<file path="config.mk">
export PLATFORM = sky130hd
export DESIGN_NAME = fir_ring_sequencer_flat
export DESIGN_NICKNAME = d
export VERILOG_FILES = /design/src/rtl/fir_ring_sequencer_if.sv /design/src/rtl/fir_ring_sequencer.sv /design/src/flat_wrapper.sv
export SDC_FILE = /design/constraint.sdc
export NUM_CORES = 1
export LEC_CHECK = 0
export ABC_AREA = 1
export ABC_CLOCK_PERIOD_IN_PS = 5400
export CELL_PAD_IN_SITES_DETAIL_PLACEMENT = 1
export CELL_PAD_IN_SITES_GLOBAL_PLACEMENT = 2
export CORE_MARGIN = 2
export CORE_UTILIZATION = 26
export CTS_CLUSTER_SIZE = 12
export DETAILED_ROUTE_END_ITERATION = 6
export PLACE_DENSITY_LB_ADDON = 0.1
export SETUP_SLACK_MARGIN = 0.3
export SYNTH_ARGS = -nofsm -noshare
export SYNTH_HDL_FRONTEND = slang
export SYNTH_SLANG_ARGS = --single-unit
</file>
<file path="constraint.sdc">
create_clock -name clock -period 5.4 [get_ports clock]
set_clock_uncertainty 0.2 [all_clocks]
set_input_delay 0.54 -clock clock [delete_from_list [all_inputs] [get_ports clock]]
set_output_delay 0.54 -clock clock [all_outputs]
set_load 0.005 [all_outputs]
</file>
<file path="src/rtl/fir_ring_sequencer_if.sv">
// Bus bundle of fir_ring_sequencer: sample input, RAM ports and MAC output.
// master = the sequencer itself, slave = its environment (source, RAM, MAC).
interface fir_ring_sequencer_if #(
  parameter int AW = 7,
  parameter int DW = 36
);
  logic          x_avail;
  logic [DW-1:0] x_data;
  logic          busy;
  logic          overrun;
  logic          ram_wren;
  logic [AW-1:0] ram_wraddress;
  logic [DW-1:0] ram_data;
  logic [AW-1:0] ram_rdaddress;
  logic [DW-1:0] ram_q;
  logic          mac_valid;
  logic [DW-1:0] mac_data;
  logic [AW-1:0] mac_tap;
  logic          mac_first;
  logic          mac_last;

  modport master (
    input  x_avail, x_data, ram_q,
    output busy, overrun, ram_wren, ram_wraddress, ram_data, ram_rdaddress,
           mac_valid, mac_data, mac_tap, mac_first, mac_last
  );

  modport slave (
    output x_avail, x_data, ram_q,
    input  busy, overrun, ram_wren, ram_wraddress, ram_data, ram_rdaddress,
           mac_valid, mac_data, mac_tap, mac_first, mac_last
  );
endinterface

</file>
<file path="src/rtl/fir_ring_sequencer.sv">
// Sample-history sequencer for the polyphase FIR. Clears the history RAM after
// reset, writes each accepted sample into a circular buffer, then replays the
// newest NTAPS samples (newest first) to the MAC with tap index and framing.
module fir_ring_sequencer #(
  parameter int AW    = 7,
  parameter int DW    = 36,
  parameter int NTAPS = 128,
  parameter int RDLAT = 1
) (
  input  logic                 clock,
  input  logic                 reset,
  fir_ring_sequencer_if.master bus
);

  typedef enum logic [2:0] {CLEAR, IDLE, WRITE, READ, DRAIN} state_t;

  typedef struct packed {
    logic          valid;
    logic          first;
    logic          last;
    logic [AW-1:0] tap;
  } tap_info_t;

  localparam logic [AW-1:0] MAX_ADDR   = {AW{1'b1}};
  localparam logic [AW-1:0] LAST_TAP   = AW'(NTAPS - 1);
  localparam logic [AW-1:0] LAST_DRAIN = AW'(RDLAT - 1);

  state_t        state, state_nx;
  logic [AW-1:0] cnt, cnt_nx;
  logic [AW-1:0] wptr, base;
  logic [AW-1:0] wr_hold, rd_hold;
  logic [DW-1:0] x_reg;
  logic          overrun;
  logic          wr_en;
  logic [AW-1:0] wr_addr, rd_addr;
  logic [DW-1:0] wr_data;
  tap_info_t     pipe_in;
  tap_info_t     pipe [RDLAT];

  // State and phase counter register.
  always_ff @(posedge clock or posedge reset) begin
    if (reset) begin
      state <= CLEAR;
      cnt   <= '0;
    end else begin
      // NOTE: non-blocking so every flop samples pre-edge values regardless of block order.
      state <= state_nx;
      cnt   <= cnt_nx;
    end
  end

  // Next-state logic; cnt walks RAM addresses in CLEAR, taps in READ, pipe stages in DRAIN.
  always_comb begin
    // NOTE: defaults first so no path leaves a signal unassigned (no inferred latch).
    state_nx = state;
    cnt_nx   = cnt;
    case (state)
      CLEAR: begin
        if (cnt == MAX_ADDR) begin
          state_nx = IDLE;
          cnt_nx   = '0;
        end else begin
          cnt_nx = cnt + 1'b1;
        end
      end
      IDLE:  if (bus.x_avail) state_nx = WRITE;
      WRITE: begin
        state_nx = READ;
        cnt_nx   = '0;
      end
      READ: begin
        if (cnt == LAST_TAP) begin
          state_nx = DRAIN;
          cnt_nx   = '0;
        end else begin
          cnt_nx = cnt + 1'b1;
        end
      end
      DRAIN: begin
        if (cnt == LAST_DRAIN) begin
          state_nx = IDLE;
          cnt_nx   = '0;
        end else begin
          cnt_nx = cnt + 1'b1;
        end
      end
      default: begin
        state_nx = CLEAR;
        cnt_nx   = '0;
      end
    endcase
  end

  // RAM port and read-pipe stage-0 decode from the current state.
  always_comb begin
    wr_en   = (state == CLEAR) || (state == WRITE);
    wr_addr = wr_hold;
    wr_data = '0;
    rd_addr = rd_hold;
    pipe_in = '0;
    case (state)
      CLEAR: wr_addr = cnt;
      WRITE: begin
        wr_addr = wptr;
        wr_data = x_reg;
      end
      READ: begin
        rd_addr       = base - cnt;
        pipe_in.valid = 1'b1;
        pipe_in.tap   = cnt;
        pipe_in.first = (cnt == '0);
        pipe_in.last  = (cnt == LAST_TAP);
      end
      default: ;
    endcase
  end

  // Sample capture, write pointer, sticky overrun and held RAM addresses.
  always_ff @(posedge clock or posedge reset) begin
    if (reset) begin
      x_reg   <= '0;
      wptr    <= '0;
      base    <= '0;
      overrun <= 1'b0;
      wr_hold <= '0;
      rd_hold <= '0;
    end else begin
      if (bus.x_avail && state == IDLE) x_reg <= bus.x_data;
      if (bus.x_avail && state != IDLE) overrun <= 1'b1;
      if (state == WRITE) begin
        base <= wptr;
        wptr <= wptr + 1'b1;
      end
      if (wr_en) wr_hold <= wr_addr;
      if (state == READ) rd_hold <= rd_addr;
    end
  end

  // Tap framing delayed RDLAT clocks so it lines up with ram_q.
  always_ff @(posedge clock or posedge reset) begin
    if (reset) begin
      // NOTE: this small array is reset on purpose so mac_valid drops the instant reset asserts.
      for (int i = 0; i < RDLAT; i++) pipe[i] <= '0;
    end else begin
      pipe[0] <= pipe_in;
      for (int i = 1; i < RDLAT; i++) pipe[i] <= pipe[i-1];
    end
  end

  assign bus.busy          = (state != IDLE);
  assign bus.overrun       = overrun;
  assign bus.ram_wren      = wr_en & ~reset;
  assign bus.ram_wraddress = wr_addr;
  assign bus.ram_data      = wr_data;
  assign bus.ram_rdaddress = rd_addr;
  assign bus.mac_valid     = pipe[RDLAT-1].valid;
  assign bus.mac_tap       = pipe[RDLAT-1].tap;
  assign bus.mac_first     = pipe[RDLAT-1].first;
  assign bus.mac_last      = pipe[RDLAT-1].last;
  assign bus.mac_data      = bus.ram_q;

endmodule
</file>
<file path="src/flat_wrapper.sv">
// flat-port wrapper written by rule: the top's interface ports become plain ports
module fir_ring_sequencer_flat 
#(
  parameter int AW    = 7,
  parameter int DW    = 36,
  parameter int NTAPS = 128,
  parameter int RDLAT = 1
)
  (clock, reset, bus_x_avail, bus_x_data, bus_ram_q, bus_busy, bus_overrun, bus_ram_wren, bus_ram_wraddress, bus_ram_data, bus_ram_rdaddress, bus_mac_valid, bus_mac_data, bus_mac_tap, bus_mac_first, bus_mac_last);
  fir_ring_sequencer_if #(.AW(AW), .DW(DW)) bus_i ();
  input  logic clock;
  input  logic reset;
  input wire logic [$bits(bus_i.x_avail)-1:0] bus_x_avail;
  input wire logic [$bits(bus_i.x_data)-1:0] bus_x_data;
  input wire logic [$bits(bus_i.ram_q)-1:0] bus_ram_q;
  output wire logic [$bits(bus_i.busy)-1:0] bus_busy;
  output wire logic [$bits(bus_i.overrun)-1:0] bus_overrun;
  output wire logic [$bits(bus_i.ram_wren)-1:0] bus_ram_wren;
  output wire logic [$bits(bus_i.ram_wraddress)-1:0] bus_ram_wraddress;
  output wire logic [$bits(bus_i.ram_data)-1:0] bus_ram_data;
  output wire logic [$bits(bus_i.ram_rdaddress)-1:0] bus_ram_rdaddress;
  output wire logic [$bits(bus_i.mac_valid)-1:0] bus_mac_valid;
  output wire logic [$bits(bus_i.mac_data)-1:0] bus_mac_data;
  output wire logic [$bits(bus_i.mac_tap)-1:0] bus_mac_tap;
  output wire logic [$bits(bus_i.mac_first)-1:0] bus_mac_first;
  output wire logic [$bits(bus_i.mac_last)-1:0] bus_mac_last;
  assign bus_i.x_avail = bus_x_avail;
  assign bus_i.x_data = bus_x_data;
  assign bus_i.ram_q = bus_ram_q;
  assign bus_busy = bus_i.busy;
  assign bus_overrun = bus_i.overrun;
  assign bus_ram_wren = bus_i.ram_wren;
  assign bus_ram_wraddress = bus_i.ram_wraddress;
  assign bus_ram_data = bus_i.ram_data;
  assign bus_ram_rdaddress = bus_i.ram_rdaddress;
  assign bus_mac_valid = bus_i.mac_valid;
  assign bus_mac_data = bus_i.mac_data;
  assign bus_mac_tap = bus_i.mac_tap;
  assign bus_mac_first = bus_i.mac_first;
  assign bus_mac_last = bus_i.mac_last;
  fir_ring_sequencer #(.AW(AW), .DW(DW), .NTAPS(NTAPS), .RDLAT(RDLAT)) u_core (.clock(clock), .reset(reset), .bus(bus_i));
endmodule
</file>
==> flow_summary.toml <==
[setup_path]
cp_cell_sequence = "inv_1 -> nand3_1 -> inv_1 -> nor2_1 -> a31oi_1 -> clkdlybuf4s50_1"
cpMostUsedCell = "inv_1"
arrival_ns = 2.71
crit_path_end_kind = "output pin"
path_delay_family = "buffers and inverters"
cpPeakStageDelay_ns = 0.56
cp.buffers_inverters = 3
start_kind = "flop"
slowest_stage = "nand3_1"
crit_fanout = 21
cp.required_ns = 4.66
path_class = "flop to output pin"

[floorplanning]
die_w_um = 132
fp.dieArea_mm2 = 0.0174
dieHeight_um = 132
ioPinCount = 174
core_region_area_mm2 = 0.0159
start_util_pct = 26.7
row_count = 46

[global_routing]
grtUsageTotal_pct = 13.7
overflow = 0
grt_start_max_net_pins = 73
grt_pass1_vias = 3670
grt_pass1_wl_um = 19000
antenna_found_initial = 0

[synthesis]
yosysTopAreaCellShare_pct = 50.0
yosys_warnings = 0
ys.flop_type = "dfrtp_1"
synth_area_leaders = "dfrtp_1 50%, nor2_1 8.4%, nand2_1 7.5%"
synth_largest_area_cell = "dfrtp_1"
postSynth.asyncResetShare_pct = 100
synth_edf_count = 0
synth-seq-cells = 85
ys_types = 31
netlist_area_mm2 = 0.00425
seq_area_frac_synth_pct = 50.0
avgSynthCellArea_um2 = 8.26
syn_inst = 515
syn-num-nets = 600

[clock_network]
cts_hold_buffers = 0
htreeDepth = 3
cts.path.max_buffers = 2
ctsResizeCount = 0
postCtsSetupRepairBufs = 0
tritoncts = "built"
path_clk_slew_ns = 0.06
cts.sinks = 85
cts_buffers = 9
clk_latency_ns = 0.34
cts_root_buf = "clkbuf_16"

[finish]
final_common_cell = "clkdlybuf4s50_1"
fin_cells = 796
multiInputGateArea_mm2 = 0.00149
fill_cells = 1905
area_growth_pct = 28.1
drive_gt1_share_pct = 4.48
seq_area_mm2 = 0.00213
fin_area_mm2 = 0.00545
layout.nets = 661
antenna_cells = 0
layout_common_cells = "101 x clkdlybuf4s50_1, 95 x nor2_1, 85 x nand2_1, 85 x dfrtp_1, 70 x inv_1"
largest_reg_flops = 36
final_util_pct = 34.2

[route]
drc_errors = 0
drt_iter0_markers = 149
routed_wl_um = 11500
via_count = 3420
firstDrtPassIters = 4
wl_per_cell_um = 14.4
viasPerCell = 4.30
antenna_left = 0

[timing]
period_minus_slack_ns = 3.45
tns_ns = 0
slew_violations = 0
rsz0062_at_grt = "false"
finalCritPeriodShare_pct = 63.9
worst_pin_slew_ns = 0.797
setup_violations = 0
fmax_ghz = 0.290
slew_headroom_pct = 46.7
post-route-worst-setup-slack_ns = 1.95
hold_viol = 0

[placed_design]
place_area_mm2 = 0.00519
io_buffers = 101
dp_cells = 781
gp_congestion = 0.733
place_hpwl_um = 8270
pre_cts_ws_ns = 2.27

[power_and_ir_drop]
total_leakage_power_uw = 0.00272
p_per_area_mw_per_mm2 = 228
vdd_drop_max_mv = 0.145

[min_path]
hold_class = "flop to flop"

[flow_run]
drv_cap = 0

[run_status]
status = "finished, final reports clean"
==> report_power, final <==
| part | switching (uW) | total (uW) | internal (uW) | leakage, uW |
|---|---|---|---|---|
| Combinational | 18.1 | 43.2 | 25.1 | 0.00162 |
| Sequential | 0.0000000000000204 | 637 | 637 | 0.000961 |
| Clock | 242 | 562 | 321 | 0.000129 |
==> cells in the mapped netlist (3+ instances only) <==
master    count
xor2_1        7
nand2_2       3
nand2_1      85
dfrtp_1      85
o21ai_0      13
ha_1          9
clkbuf_1      4
a21oi_1      39
o211ai_1     14
buf_2         9
nand3_1      13
nor2_2        3
buf_4        40
inv_1        71
a31oi_1       4
nand4_1       7
nor2_1       95
==> metal layers <==
metal  global-route usage [%]  wire, um  vias to the layer above
met2                     22.1      5350                       70
met5                        0         0                        -
li1                         -         -                     1686
met1                     18.2      5510                     1649
met4                     5.50       176                        0
met3                     2.50       460                       15
==> per-stage QoR <==
step	hold WS, ns	total power, uW
after floorplan	0.243	680
after global placement	0.254	694
after detailed placement	0.251	694
after CTS	0.276	1270
after global routing	0.300	1290
final	0.271	1240
==> logic make-up after synthesis <==
family | after synthesis | synth area share [%]
flip-flops | 85 | 50.0
XOR/XNOR | 8 | 1.65
AO/OA/AOI/OAI | 72 | 9.50
buffers and inverters | 126 | 14.9
AND/OR/NAND/NOR | 214 | 20.8
adder cells (fa/ha/maj) | 10 | 3.12
==> worst paths after layout <==
| path | startpoint | endpoint | slack (ns) | cells past startpoint |
|---|---|---|---|---|
| min reg2reg | u_core.bus.overrun$_DFFE_PP0P_ | u_core.bus.overrun$_DFFE_PP0P_ | 0.27 | 1 |
| min in group asynchronous | reset | u_core.cnt[3]$_DFFE_PP0N_ | 0.45 | 2 |
| max | u_core.state[2]$_DFFE_PP0P_ | bus_ram_rdaddress[4] | 1.95 | 6 |
| max reg2reg | u_core.state[1]$_DFFE_PP0P_ | u_core.x_reg[9]$_DFFE_PP0P_ | 3.08 | 6 |
| max in group asynchronous | reset | u_core.rd_hold[4]$_DFFE_PP0N_ | 3.45 | 3 |
| min | u_core.bus.overrun$_DFFE_PP0P_ | u_core.bus.overrun$_DFFE_PP0P_ | 0.27 | 1 |
==> layout make-up <==
type                    count  area share, %
repair buffers            103           18.8
well taps                 216           4.96
multi-input cells         304           27.4
clock inverters             2          0.184
inverters                  73           5.05
flip-flops and latches     85           39.0
clock buffers              13           4.59
(Power assumes the default switching activity.)
